===== config.mk =====
export PLATFORM = sky130hd
export DESIGN_NAME = tinyqv_alu_seq_flat
export DESIGN_NICKNAME = d
export VERILOG_FILES = /design/src/rtl/tinyqv_alu_seq_if.sv /design/src/rtl/tinyqv_alu_seq.sv /design/src/flat_wrapper.sv
export SDC_FILE = /design/constraint.sdc
export NUM_CORES = 1
export LEC_CHECK = 0
export CAP_MARGIN = 40
export CORE_AREA = 2 2 146 112
export CTS_BUF_LIST = sky130_fd_sc_hd__clkbuf_4 sky130_fd_sc_hd__clkbuf_8
export CTS_CLUSTER_DIAMETER = 30
export DETAILED_ROUTE_END_ITERATION = 10
export DIE_AREA = 0 0 148 114
export SLEW_MARGIN = 20
export SYNTH_ARGS = -nofsm -noshare
export SYNTH_HDL_FRONTEND = slang
export SYNTH_SLANG_ARGS = --single-unit

===== constraint.sdc =====
create_clock -name clk -period 6.6 [get_ports clk]
set_clock_uncertainty 0.2 [all_clocks]
set_input_delay 0.66 -clock clk [delete_from_list [all_inputs] [get_ports clk]]
set_output_delay 0.66 -clock clk [all_outputs]
set_load 0.02 [all_outputs]

===== src/rtl/tinyqv_alu_seq_if.sv =====
// Request, nibble-ALU and result buses of the nibble-serial ALU sequencer.
// The sequencer uses the slave modport; the requester and nibble ALU use master.
interface tinyqv_alu_seq_if;
    // Handshakes: a transfer happens on a rising clk edge where valid and ready are
    // both high. Once valid is raised, the payload holds until that transfer.
    logic        in_valid;
    logic        in_ready;
    logic [3:0]  in_op;
    logic [31:0] in_a;
    logic [31:0] in_b;

    logic [3:0]  alu_op;
    logic [3:0]  alu_a;
    logic [3:0]  alu_b;
    logic        alu_cy_in;
    logic        alu_cmp_in;
    logic [3:0]  alu_d;
    logic        alu_cy_out;
    logic        alu_cmp_out;

    logic        out_valid;
    logic        out_ready;
    logic [31:0] out_d;
    logic        out_cy;
    logic        out_cmp;
    logic        busy;

    modport slave (
        input  in_valid, in_op, in_a, in_b, alu_d, alu_cy_out, alu_cmp_out, out_ready,
        output in_ready, alu_op, alu_a, alu_b, alu_cy_in, alu_cmp_in,
               out_valid, out_d, out_cy, out_cmp, busy
    );

    modport master (
        output in_valid, in_op, in_a, in_b, alu_d, alu_cy_out, alu_cmp_out, out_ready,
        input  in_ready, alu_op, alu_a, alu_b, alu_cy_in, alu_cmp_in,
               out_valid, out_d, out_cy, out_cmp, busy
    );
endinterface


===== src/rtl/tinyqv_alu_seq.sv =====
// Drives a 32-bit operation through an external 4-bit ALU, low nibble first.
// Define ALU_SEQ_PIPE_EN to accept the next request in the same edge as the result handshake.
module tinyqv_alu_seq (
    input  logic             clk,
    input  logic             rst,
    tinyqv_alu_seq_if.slave  bus,
    output logic [1:0]       dbg_state
);

    typedef enum logic [1:0] {
        IDLE = 2'd0,
        RUN  = 2'd1,
        DONE = 2'd2
    } state_t;

    state_t      state;
    logic [2:0]  cnt;
    logic [3:0]  op_reg;
    logic [31:0] a_reg;
    logic [31:0] b_reg;
    logic [31:0] d_reg;
    logic        cy_reg;
    logic        cmp_reg;
    logic        out_fire;
    logic        accept;

    assign out_fire = (state == DONE) && bus.out_ready;

`ifdef ALU_SEQ_PIPE_EN
    assign bus.in_ready = !rst && ((state == IDLE) || out_fire);
`else
    assign bus.in_ready = !rst && (state == IDLE);
`endif

    assign accept        = bus.in_valid && bus.in_ready;
    assign bus.out_valid = (state == DONE);
    assign bus.busy      = (state != IDLE);
    assign bus.out_d     = d_reg;
    assign bus.out_cy    = cy_reg;
    assign bus.out_cmp   = cmp_reg;
    assign dbg_state     = state;

    // Subtract-style ops (SUB/SLT/SLTU) seed the carry chain with 1 for two's complement.
    always_comb begin
        bus.alu_op     = op_reg;
        bus.alu_a      = 4'd0;
        bus.alu_b      = 4'd0;
        bus.alu_cy_in  = 1'b0;
        bus.alu_cmp_in = 1'b0;
        if (state == RUN) begin
            bus.alu_a      = a_reg[{cnt, 2'b00} +: 4];
            bus.alu_b      = b_reg[{cnt, 2'b00} +: 4];
            bus.alu_cy_in  = (cnt == 3'd0) ? (op_reg[1] | op_reg[3]) : cy_reg;
            bus.alu_cmp_in = (cnt == 3'd0) ? 1'b1 : cmp_reg;
        end
    end

    always_ff @(posedge clk or posedge rst) begin
        if (rst) begin
            state   <= IDLE;
            cnt     <= 3'd0;
            op_reg  <= 4'd0;
            a_reg   <= 32'd0;
            b_reg   <= 32'd0;
            d_reg   <= 32'd0;
            cy_reg  <= 1'b0;
            cmp_reg <= 1'b0;
        end else begin
            case (state)
                IDLE: begin
                    if (accept) begin
                        op_reg <= bus.in_op;
                        a_reg  <= bus.in_a;
                        b_reg  <= bus.in_b;
                        cnt    <= 3'd0;
                        state  <= RUN;
                    end
                end
                RUN: begin
                    d_reg[{cnt, 2'b00} +: 4] <= bus.alu_d;
                    cy_reg  <= bus.alu_cy_out;
                    cmp_reg <= bus.alu_cmp_out;
                    cnt     <= cnt + 3'd1;
                    if (cnt == 3'd7) begin
                        state <= DONE;
                    end
                end
                DONE: begin
                    // accept can only be high here when back-to-back operation is built in
                    if (out_fire) begin
                        if (accept) begin
                            op_reg <= bus.in_op;
                            a_reg  <= bus.in_a;
                            b_reg  <= bus.in_b;
                            cnt    <= 3'd0;
                            state  <= RUN;
                        end else begin
                            state <= IDLE;
                        end
                    end
                end
                default: state <= IDLE;
            endcase
        end
    end

endmodule


===== src/flat_wrapper.sv =====
// flat-port wrapper written by rule: the top's interface ports become plain ports
module tinyqv_alu_seq_flat 
  (clk, rst, dbg_state, bus_in_valid, bus_in_op, bus_in_a, bus_in_b, bus_alu_d, bus_alu_cy_out, bus_alu_cmp_out, bus_out_ready, bus_in_ready, bus_alu_op, bus_alu_a, bus_alu_b, bus_alu_cy_in, bus_alu_cmp_in, bus_out_valid, bus_out_d, bus_out_cy, bus_out_cmp, bus_busy);
  tinyqv_alu_seq_if bus_i ();
  input  logic clk;
  input  logic rst;
  output logic [1:0] dbg_state;
  input wire logic [$bits(bus_i.in_valid)-1:0] bus_in_valid;
  input wire logic [$bits(bus_i.in_op)-1:0] bus_in_op;
  input wire logic [$bits(bus_i.in_a)-1:0] bus_in_a;
  input wire logic [$bits(bus_i.in_b)-1:0] bus_in_b;
  input wire logic [$bits(bus_i.alu_d)-1:0] bus_alu_d;
  input wire logic [$bits(bus_i.alu_cy_out)-1:0] bus_alu_cy_out;
  input wire logic [$bits(bus_i.alu_cmp_out)-1:0] bus_alu_cmp_out;
  input wire logic [$bits(bus_i.out_ready)-1:0] bus_out_ready;
  output wire logic [$bits(bus_i.in_ready)-1:0] bus_in_ready;
  output wire logic [$bits(bus_i.alu_op)-1:0] bus_alu_op;
  output wire logic [$bits(bus_i.alu_a)-1:0] bus_alu_a;
  output wire logic [$bits(bus_i.alu_b)-1:0] bus_alu_b;
  output wire logic [$bits(bus_i.alu_cy_in)-1:0] bus_alu_cy_in;
  output wire logic [$bits(bus_i.alu_cmp_in)-1:0] bus_alu_cmp_in;
  output wire logic [$bits(bus_i.out_valid)-1:0] bus_out_valid;
  output wire logic [$bits(bus_i.out_d)-1:0] bus_out_d;
  output wire logic [$bits(bus_i.out_cy)-1:0] bus_out_cy;
  output wire logic [$bits(bus_i.out_cmp)-1:0] bus_out_cmp;
  output wire logic [$bits(bus_i.busy)-1:0] bus_busy;
  assign bus_i.in_valid = bus_in_valid;
  assign bus_i.in_op = bus_in_op;
  assign bus_i.in_a = bus_in_a;
  assign bus_i.in_b = bus_in_b;
  assign bus_i.alu_d = bus_alu_d;
  assign bus_i.alu_cy_out = bus_alu_cy_out;
  assign bus_i.alu_cmp_out = bus_alu_cmp_out;
  assign bus_i.out_ready = bus_out_ready;
  assign bus_in_ready = bus_i.in_ready;
  assign bus_alu_op = bus_i.alu_op;
  assign bus_alu_a = bus_i.alu_a;
  assign bus_alu_b = bus_i.alu_b;
  assign bus_alu_cy_in = bus_i.alu_cy_in;
  assign bus_alu_cmp_in = bus_i.alu_cmp_in;
  assign bus_out_valid = bus_i.out_valid;
  assign bus_out_d = bus_i.out_d;
  assign bus_out_cy = bus_i.out_cy;
  assign bus_out_cmp = bus_i.out_cmp;
  assign bus_busy = bus_i.busy;
  tinyqv_alu_seq u_core (.clk(clk), .rst(rst), .bus(bus_i), .dbg_state(dbg_state));
endmodule

==> results_tabular.tex, run 1 <==
\begin{tabular}{lr}
\hline
Metric & Value \\
\hline
\multicolumn{2}{l}{\textbf{Critical path}} \\
\quad Highest-delay cell along the critical path & sky130\_fd\_sc\_hd\_\_dfrtp\_2 \\
\quad Cell mode on critical path & sky130\_fd\_sc\_hd\_\_ha\_1 \\
\quad Largest delay share family, worst path & buffers and inverters \\
\quad Arrival @ worst endpoint & approximately 2900 ps \\
\quad Crit Path Class & register to output port \\
\quad CP Cell Sequence & buf\_4 -> inv\_1 -> ha\_1 -> ha\_1 -> a21oi\_1 -> clkdlybuf4s50\_1 \\
\quad Setup crit start & u\_core.cnt[1] \\
\quad Max stage delay on crit path & around 670 ps \\
\quad Required time at the worst-slack endpoint & $\sim$5700 ps \\
\quad Worst r2r src & u\_core.cnt[1] \\
\quad Number of cells traversed by the worst register-to-register path & 6 \\
\quad Reg2Reg Capture Point & u\_core.bus.out\_d[2] \\
\quad Setup crit start kind & register \\
\quad CP Buf/Inv Count & 3 \\
\quad Worst-case register-to-register setup slack & 3100 ps \\
\quad Nature of the critical path endpoint & output port \\
\quad Largest fanout on the critical path & 25 \\
\multicolumn{2}{l}{\textbf{Global route}} \\
\quad Number of global-route vias before repair & 3525 \\
\quad Pin count of the biggest net entering global routing & 43 \\
\quad Initial antenna violation count & 1 \\
\quad Congestion Overflow GR & 0 \\
\quad Global-route wire length before repair & approximately 19000 um \\
\quad Total Routing Usage GR & between 10\% and 20\% \\
\multicolumn{2}{l}{\textbf{CTS}} \\
\quad CTS tree & built \\
\quad Max Root-Sink Buffers & 2 \\
\quad CTS buffer count & 9 \\
\quad Buffers inserted by post-CTS timing repair & 0 \\
\quad \# H-tree levels & 3 \\
\quad Clock transition at path regs & roughly 100 ps \\
\quad Insertion delay of the later-clocked pin in the worst-skew pair & roughly 370 ps \\
\quad Root buffer cell & sky130\_fd\_sc\_hd\_\_clkbuf\_8 \\
\quad Num Clock Sinks & roughly 110 \\
\quad Post-cts repair resize count & 0 \\
\quad Hold Buf Count CTS & 0 \\
\multicolumn{2}{l}{\textbf{Power and ir drop}} \\
\quad Power Density & 470.9 nW/um\^{}2 \\
\quad Worst ir drop on vdd & roughly 0.15 mV \\
\quad P\_leak & 0.002867 uW \\
\quad Sw frac & between 30\% and 40\% \\
\quad Internal power & around 2000 uW \\
\quad Register share of total power & between 30\% and 40\% \\
\quad Power share of the combinational group & roughly 50\% \\
\quad Clock network fraction of design power & between 10\% and 20\% \\
\quad Psw & roughly 1200 uW \\
\multicolumn{2}{l}{\textbf{Route}} \\
\quad Drt initial violations & 117 \\
\quad Total wire length & around 12000 um \\
\quad Antenna Violating Nets Remaining & 0 \\
\quad Detail-routed net length per standard cell & around 17 um \\
\quad Final routed DRC violation total & 0 \\
\quad Vias per inst & between 4 and 5 \\
\quad DR vias & $\sim$3300 \\
\quad DR pass1 iterations & 4 \\
\multicolumn{2}{l}{\textbf{STA}} \\
\quad Number of endpoints with negative hold slack in the final report & 0 \\
\quad Setup-failing EPs final & 0 \\
\quad Tcrit/Tclk final & approximately 57\% \\
\quad Fin Hold WS & between 200 and 300 ps \\
\quad Fin crit period & 3790 ps \\
\quad Achievable Freq & about 260 MHz \\
\quad Final-report max-slew violation count & 0 \\
\quad Slew at the pin with the worst max-slew slack & 811.2 ps \\
\quad Final setup TNS & 0 ps \\
\quad RSZ-0062 raised after global routing & false \\
\quad Max\_slew headroom & 45.81\% \\
\multicolumn{2}{l}{\textbf{Yosys}} \\
\quad Number of warnings printed during yosys synthesis & 0 \\
\quad Share of flip-flops with an asynchronous set or reset after synthesis & 100.0\% \\
\quad Sequential fraction of the synthesis area & between 50\% and 60\% \\
\quad Count of mapped cells out of synthesis & between 300 and 400 \\
\quad Post-synthesis net count & roughly 450 \\
\quad Top FF cell, synth & sky130\_fd\_sc\_hd\_\_dfrtp\_1 \\
\quad Count of unique library cells instantiated by Yosys & 36 \\
\quad Post-synthesis sequential element count & 107 \\
\quad Number of enable flip-flop cells after synthesis & 0 \\
\quad Total standard cell area after synthesis & around 5000 sq um \\
\quad Avg Inst Size Synth & roughly 14 sq um \\
\multicolumn{2}{l}{\textbf{Job}} \\
\quad Max Cap Viol & 0 \\
\multicolumn{2}{l}{\textbf{Cells and area}} \\
\quad Leading cell type in the layout, fill and taps excluded & sky130\_fd\_sc\_hd\_\_clkdlybuf4s50\_1 \\
\quad Antenna diodes & 0 \\
\quad Area Overhead vs Synth & 36.37\% \\
\quad Net count reported at finish & 572 \\
\quad Fraction of layout cells with a size suffix above 1 & 24.24\% \\
\quad Most frequent cells in the layout & sky130\_fd\_sc\_hd\_\_clkdlybuf4s50\_1 (130), sky130\_fd\_sc\_hd\_\_dfrtp\_1 (106), sky130\_fd\_sc\_hd\_\_mux2\_2 (88), sky130\_fd\_sc\_hd\_\_mux2i\_1 (32), sky130\_fd\_sc\_hd\_\_a22oi\_1 (16) \\
\multicolumn{2}{l}{\textbf{Floorplanning}} \\
\quad Die footprint & 16870 sq um \\
\quad Effective utilization at floorplan & roughly 31\% \\
\quad Number of standard-cell rows in the floorplan & 40 \\
\quad Y dimension of the die & 114 um \\
\quad Die boundary width & $\sim$150 um \\
\quad Floorplan core area & approximately 16000 sq um \\
\quad Ports & about 130 \\
\multicolumn{2}{l}{\textbf{Placement}} \\
\quad DP Wirelength & just over 9000 um \\
\quad Global placement routability congestion & about 0.74 \\
\quad Input/output buffers & 130 \\
\multicolumn{2}{l}{\textbf{Worst hold path}} \\
\quad HP Class & register to register \\
\quad Sink of the worst hold path & u\_core.bus.out\_d[21] \\
\quad Source of the worst hold timing path & u\_core.bus.out\_d[21] \\
\quad Min-Delay Path Depth & 1 \\
\multicolumn{2}{l}{\textbf{Outcome}} \\
\quad Result of the run & complete, no violations \\
\hline
\end{tabular}
synth_stat cells, types with 4 or more instances:
cell type / count / area share, %
sky130_fd_sc_hd__mux2i_1: 32 / 6.6
sky130_fd_sc_hd__buf_2: 9 / 0.92
sky130_fd_sc_hd__and3_1: 8 / 1.0
sky130_fd_sc_hd__ha_1: 8 / 2.0
sky130_fd_sc_hd__nor2b_1: 4 / 0.51
sky130_fd_sc_hd__clkbuf_1: 9 / 0.69
sky130_fd_sc_hd__nor2_1: 6 / 0.46
sky130_fd_sc_hd__mux2_2: 88 / 20
sky130_fd_sc_hd__mux2_4: 4 / 1.2
sky130_fd_sc_hd__a22oi_1: 16 / 2.5
sky130_fd_sc_hd__a22o_1: 5 / 0.90
sky130_fd_sc_hd__inv_1: 5 / 0.38
sky130_fd_sc_hd__a21o_1: 4 / 0.61
sky130_fd_sc_hd__and2_1: 9 / 1.2
sky130_fd_sc_hd__and4_1: 4 / 0.72
sky130_fd_sc_hd__nand2_1: 12 / 0.92
sky130_fd_sc_hd__dfrtp_1: 107 / 55
cell type report:
| cell class | instances | area (sq um) |
|---|---|---|
| clock buffer | 9 | 123.9 |
| clock inverter | 7 | 98.84 |
| fill | 1463 | 8954 |
| inverter | 5 | 21.27 |
| multi-input combinational | 227 | 2105 |
| sequential | 107 | 2679 |
| tap | 210 | 262.8 |
| timing repair buffer | 136 | 1371 |
power groups by stage:
stage | sequential, uW | clock (uW) | combinational (uW)
floorplan | 1220 | 0 | 888
global placement | 1170 | 0 | 1500
detailed placement | 1180 | 0 | 1540
CTS | 1170 | 468 | 1540
global route | 1210 | 496 | 1660
finish | 1170 | 444 | 1520
per-stage QoR:
stage / cells / utilization (%) / total power, uW / setup WS (ps) / cell area (sq um)
5_1_grt: 701 / 42.66 / 3361 / 2591 / 6661
2_1_floorplan: 360 / - / 2105 / 2923 / 4885
3_5_place_dp: 685 / 41.23 / 2725 / 3118 / 6439
3_3_place_gp: 683 / 40.98 / 2672 / 3200 / 6399
4_1_cts: 701 / 42.66 / 3180 / 2762 / 6661
6_report: 701 / 42.66 / 3137 / 2810 / 6661
worst max path at each step:
stage                     slack, ps                  end  cells past startpoint
after floorplan                2920      u_core.a_reg[0]                      1
after global placement         3200  u_core.bus.out_d[2]                      6
after detailed placement       3120  u_core.bus.out_d[3]                      6
after CTS                      2760        bus_alu_cy_in                      7
after global routing           2590        bus_alu_cy_in                      6
final                          2810        bus_alu_cy_in                      6
cell families after synthesis:
family,Yosys count,share of synthesized area (%)
and+or+nand+nor,64,8.094
muxes,124,28.07
buffers and inverters,26,2.228
DFF,107,54.82
AOI/OAI and AO/OA,31,4.739
adders and majority gates,8,2.049
per-layer routing:
| metal | vias to the layer above | share of wire, % | GRT usage, % |
|---|---|---|---|
| met5 | - | 0 | 0 |
| met4 | 0 | 0.94 | 3.429 |
| met3 | 7 | 5.6 | 5.040 |
| met2 | 78 | 45 | 22.72 |
| met1 | 1667 | 48 | 20.97 |
| li1 | 1555 | - | - |
Power figures use the tool's default switching activity.
==> run 2, diff against run 1 <==
clock period = 3.35 ns   (was 6.6 ns; I/O delays follow)
==> run 2 against run 1 <==
Compared with the run above: via count rose by 0.48%; sequential power rose by 90%; power rose by 99%; core utilization rose by 0.056 points; die area did not move; setup slack got worse by 2600 ps; combinational power rose by 110%; clock power rose by 100%; hold slack got worse by 52 ps; cell area rose by 0.13%; sequential share of layout area fell by 0.053 points; critical path depth fell by 2; critical endpoint is now bus_alu_b[2]; largest power group unchanged; highest routed layer unchanged.
==> results_tabular.tex, run 2 (synthesized netlist as in run 1, its figures left out) <==
\begin{tabular}{lr}
\hline
Metric & Value \\
\hline
\multicolumn{2}{l}{\textbf{STA}} \\
\quad Tcrit/Tclk final & between 90\% and 100\% \\
\quad Final setup TNS & 0 ps (unchanged) \\
\quad Number of endpoints with negative hold slack in the final report & 0 (unchanged) \\
\quad Setup-failing EPs final & 0 (unchanged) \\
\quad Worst setup margin & 190.8 ps (-2619 ps) \\
\quad Slew at the pin with the worst max-slew slack & 891.5 ps (+80.32 ps) \\
\quad Max\_slew headroom & 40.44\% (-5.4 points) \\
\quad Final-report max-slew violation count & 0 (unchanged) \\
\quad RSZ-0062 raised after global routing & false \\
\quad Fin crit period & between 3000 and 4000 ps \\
\quad Achievable Freq & between 300 and 400 MHz \\
\multicolumn{2}{l}{\textbf{CTS}} \\
\quad CTS buffer count & 9 (unchanged) \\
\quad Root buffer cell & sky130\_fd\_sc\_hd\_\_clkbuf\_8 \\
\quad Post-cts repair resize count & 0 (unchanged) \\
\quad Buffers inserted by post-CTS timing repair & 0 (unchanged) \\
\quad Num Clock Sinks & 107 (unchanged) \\
\quad \# H-tree levels & 3 (unchanged) \\
\quad Hold Buf Count CTS & 0 (unchanged) \\
\quad CTS tree & built \\
\quad Clock transition at path regs & 110 ps (about the same) \\
\quad Insertion delay of the later-clocked pin in the worst-skew pair & 380 ps (about the same) \\
\quad Max Root-Sink Buffers & 2 (unchanged) \\
\multicolumn{2}{l}{\textbf{Global route}} \\
\quad Number of global-route vias before repair & 3422 (-2.9\%) \\
\quad Pin count of the biggest net entering global routing & 80 (+86\%) \\
\quad Global-route wire length before repair & 19180 um (-0.89\%) \\
\quad Total Routing Usage GR & 14.94\% (-0.082 points) \\
\quad Congestion Overflow GR & 0 (unchanged) \\
\quad Initial antenna violation count & 0 (-1) \\
\multicolumn{2}{l}{\textbf{Critical path}} \\
\quad Number of cells traversed by the worst register-to-register path & 5 (-1) \\
\quad Largest fanout on the critical path & 10 (-60\%) \\
\quad CP Cell Sequence & nor2b\_1 -> a22oi\_1 -> and3\_1 -> clkdlybuf4s50\_1 \\
\quad Setup crit start kind & register \\
\quad Required time at the worst-slack endpoint & 2810 ps (-2930 ps) \\
\quad Crit Path Class & register to output port \\
\quad Reg2Reg Capture Point & u\_core.bus.out\_d[0] \\
\quad Highest-delay cell along the critical path & sky130\_fd\_sc\_hd\_\_nor2b\_1 \\
\quad CP Buf/Inv Count & 1 (-2) \\
\quad Worst r2r src & u\_core.cnt[1] \\
\quad Max stage delay on crit path & 760 ps (+90 ps) \\
\quad Nature of the critical path endpoint & output port \\
\quad Arrival @ worst endpoint & 2620 ps (-310 ps) \\
\quad Worst-case register-to-register setup slack & 690 ps (-2410 ps) \\
\quad Largest delay share family, worst path & simple AND/OR/NAND/NOR gates \\
\multicolumn{2}{l}{\textbf{Power and ir drop}} \\
\quad P\_leak & 0.002856 uW (-0.37\%) \\
\quad Power Density & 934.5 nW/um\^{}2 (+98\%) \\
\quad Power share of the combinational group & 50.0\% (+1.4 points) \\
\quad Sw frac & 36.88\% (about the same) \\
\quad Internal power & 3934 uW (+99\%) \\
\quad Worst ir drop on vdd & 0.3127 mV (+120\%) \\
\quad PnR Total Power & 6233 uW (+99\%) \\
\quad Register share of total power & 35.6\% (-1.6 points) \\
\quad Psw & 2299 uW (+99\%) \\
\quad Clock network fraction of design power & 14.4\% (+0.2 points) \\
\multicolumn{2}{l}{\textbf{Cells and area}} \\
\quad Final design instance area without fill & 6670 sq um (+0.13\%) \\
\quad Antenna diodes & 0 (unchanged) \\
\quad Leading cell type in the layout, fill and taps excluded & sky130\_fd\_sc\_hd\_\_clkdlybuf4s50\_1 \\
\quad Area Overhead vs Synth & 36.55\% \\
\quad Most frequent cells in the layout & sky130\_fd\_sc\_hd\_\_clkdlybuf4s50\_1 (130), sky130\_fd\_sc\_hd\_\_dfrtp\_1 (106), sky130\_fd\_sc\_hd\_\_mux2\_2 (88), sky130\_fd\_sc\_hd\_\_mux2i\_1 (32), sky130\_fd\_sc\_hd\_\_a22oi\_1 (16) \\
\quad Fraction of layout cells with a size suffix above 1 & 24.24\% (unchanged) \\
\quad Net count reported at finish & 572 (unchanged) \\
\quad Layout fillers & 1446 (-1.2\%) \\
\multicolumn{2}{l}{\textbf{Floorplanning}} \\
\quad Effective utilization at floorplan & 31.28\% (unchanged) \\
\quad Floorplan core area & 15620 sq um (unchanged) \\
\quad Y dimension of the die & 114 um (unchanged) \\
\quad Die footprint & 16870 sq um (unchanged) \\
\quad Die boundary width & 148 um (unchanged) \\
\quad Number of standard-cell rows in the floorplan & 40 (unchanged) \\
\quad Ports & 131 (unchanged) \\
\multicolumn{2}{l}{\textbf{Route}} \\
\quad Drt initial violations & 164 (+40\%) \\
\quad DR vias & 3323 (+0.48\%) \\
\quad Vias per inst & 4.740 (+0.48\%) \\
\quad Total wire length & 12290 um (+1.5\%) \\
\quad Antenna Violating Nets Remaining & 0 (unchanged) \\
\quad Final routed DRC violation total & 0 (unchanged) \\
\quad Detail-routed net length per standard cell & 17.53 um (+1.5\%) \\
\quad DR pass1 iterations & 4 (unchanged) \\
\multicolumn{2}{l}{\textbf{Job}} \\
\quad Max Cap Viol & 0 (unchanged) \\
\multicolumn{2}{l}{\textbf{Placement}} \\
\quad Global placement routability congestion & 0.7980 (+8.4\%) \\
\quad DP Wirelength & 8844 um (-3.9\%) \\
\quad Input/output buffers & 130 (unchanged) \\
\quad Pre-CTS setup slack & 540.2 ps (-2578 ps) \\
\quad Placed Area & 6440 sq um (about the same) \\
\multicolumn{2}{l}{\textbf{Worst hold path}} \\
\quad HP Class & input pin to asynchronous set/reset pin \\
\multicolumn{2}{l}{\textbf{Outcome}} \\
\quad Result of the run & complete, no violations \\
\hline
\end{tabular}
## run 2: cell types whose count changed in the layout (fill, tap and decap cells not counted), sizes merged
cell	before	now
clkbuf	9	10
clkinv	3	2
clkinvlp	0	3
inv	7	4
## run 2: metrics by stage
| step | utilization (%) | hold slack [ps] | instances |
|---|---|---|---|
| after floorplan | - | 240.4 | 360 |
| after global routing | 42.72 | 284.2 | 701 |
| after global placement | 41.24 | 273.6 | 685 |
| final | 42.72 | 238.1 | 701 |
| after detailed placement | 41.24 | 290.0 | 685 |
| after CTS | 42.69 | 244.3 | 701 |
## run 2: power groups by stage
stage | combinational [uW] | sequential, uW | clock (uW)
2_1_floorplan | 1750 | 2400 | 0
3_3_place_gp | 3090 | 2230 | 0
3_5_place_dp | 3140 | 2260 | 0
4_1_cts | 3140 | 2230 | 936
5_1_grt | 3360 | 2300 | 985
6_report | 3120 | 2220 | 897
## run 2: per-layer routing
layer / global-route usage, % / up-vias / routed length, um
met3: 5.040 / 9 / 702
met2: 21.67 / 96 / 5351
li1: - / 1558 / -
met5: 0 / - / 0
met1: 21.35 / 1660 / 6045
met4: 4.000 / 0 / 187
## run 2: worst reg2reg max path, stage by stage, from the launching register on
cell and delay [ps]:
sky130_fd_sc_hd__dfrtp_2 420, sky130_fd_sc_hd__inv_1 90, sky130_fd_sc_hd__ha_1 290, sky130_fd_sc_hd__or4b_1 560, sky130_fd_sc_hd__or4_1 640, sky130_fd_sc_hd__mux2_4 350
## run 2: how the worst max path moves through the flow
| stage | start | cells after the start | slack, ps | end |
|---|---|---|---|---|
| final | u_core.cnt[2] | 4 | 190 | bus_alu_b[2] |
| after floorplan | u_core.cnt[1] | 8 | 170 | u_core.bus.out_d[0] |
| after CTS | u_core.cnt[1] | 5 | 100 | bus_alu_b[0] |
| after detailed placement | u_core.cnt[1] | 5 | 540 | bus_alu_b[0] |
| after global routing | u_core.cnt[2] | 4 | 70 | bus_alu_a[3] |
| after global placement | u_core.cnt[1] | 5 | 540 | bus_alu_b[0] |
## run 2: cell type report
class | instances | area [sq um] | share of cell area (%)
clock inverter | 6 | 88.84 | 1.332
timing repair buffer | 136 | 1375 | 20.62
tap | 210 | 262.8 | 3.939
inverter | 5 | 22.52 | 0.3376
clock buffer | 10 | 137.6 | 2.063
multi-input combinational | 227 | 2105 | 31.55
sequential | 107 | 2679 | 40.16
==> variant, RTL diff (flow settings as in run 2) <==
Add a define of `ALU_SEQ_PIPE_EN`.
--- a/src/rtl/tinyqv_alu_seq.sv
+++ b/src/rtl/tinyqv_alu_seq.sv
@@ -2,2 +2,4 @@
 // Define ALU_SEQ_PIPE_EN to accept the next request in the same edge as the result handshake.
+`define ALU_SEQ_PIPE_EN
+
 module tinyqv_alu_seq (
Check against the original RTL: not equivalent (a bounded check fails within 10 cycles, from zero or initial values and one cycle with rst high).
==> variant against run 2 <==
  * Synthesized area is 1.3% higher
  * First-iteration DRC count decreased by 12%
  * Wire length increased by 0.34%
  * Clock power is 14% lower
  * Critical path depth rose by 1
  * Register-to-register slack worse by 0.25 ns
  * Power down 1.2%
  * Worst setup slack lost 0.026 ns
  * Final area down 0.45%
  * Sequential share of layout area increased by 0.18 points
  * Sequential cell count stayed put
  * Highest routed layer unchanged
==> variant: results (changes against run 2) <==
[place]
dp.cells=687  ; +0.29%
dp_hpwl_um=9110  ; +3.0%
dp_slack_ns=0.435  ; -0.105 ns

[status]
run_status=complete, no violations

[synth]
synthTopCellsByArea=dfrtp_1 54%, mux2_2 22%, mux2i_1 6.5%, a22oi_1 2.4%, ha_1 1.8%
synth_commonest_cells=107 x dfrtp_1, 95 x mux2_2, 32 x mux2i_1, 16 x a22oi_1, 13 x and3_1
ys_seq_area_share_pct=54.1  ; -0.72 points
postSynthAreaPerCell_um2=13.8  ; +1.6%
ys_types=33  ; -8.3%

[routing]
vias_per_cell=4.69  ; -1.0%
route.met2.wl_um=5490  ; +2.6%
drtIter0Drc=144  ; -12%
met1Wirelength_um=6150  ; +1.7%
wl_met3_um=590  ; -16%
routedWlPerCell_um=17.5  ; about the same

[grt]
grt_max_degree=67  ; -16%
grt_use_met3_pct=4.72  ; -0.32 points
grt_pass1_wl_um=18900  ; -1.3%

[setup_path]
critPathArrivalTime_ns=2.65  ; +0.03 ns
path_max_fanout=21  ; +11
rr_endpoint=u_core.bus.out_d[28]$_DFFE_PP0P_
startpoint=u_core.cnt[1]$_DFFE_PP0P_

[sta]
fin_crit_sh_pct=95.1  ; +0.77 points
tightestPinTransition_ns=0.808  ; -0.0840 ns

[cells_and_area]
drive_gt1_share_pct=25.4  ; +1.1 points

[pwr]
p_total_uw=6160  ; -1.2%
powerClk_uw=767  ; -14%

variant: changes by cell type after synthesis, moves of 5 or more:
cell,run 2,this run
and3_1,8,13
buf_6,0,7
clkbuf_1,9,4
mux2_2,88,95
mux2_1,0,5
nand2_1,12,7
buf_2,9,4
nor2_1,6,12
variant: cells by family (layout without fill, tap and decap cells):
logic type	Yosys count	after routing	share of synthesized area, %
flip-flops	107	107	54.1
adder cells (fa/ha/maj)	7	7	1.77
AO/OA/AOI/OAI	27	27	3.97
AND/OR/NAND/NOR	63	63	7.74
multiplexers	132	132	29.2
buffers and inverters	23	157	3.21
variant: final cells by class:
type,instances,area (µm²)
Clock buffer,9,124
Clock inverter,7,61.3
Fill cell,1476,8970
Inverter,4,18.8
Multi-Input combinational cell,229,2120
Sequential cell,107,2680
Tap cell,210,263
Timing Repair Buffer,137,1380
variant: critical path: stages, from the launching register on:
cell and delay (ns):
dfrtp_2 0.73, buf_4 0.33, mux2i_1 0.32, a22oi_1 0.13, and3_1 0.20, clkdlybuf4s50_1 0.53
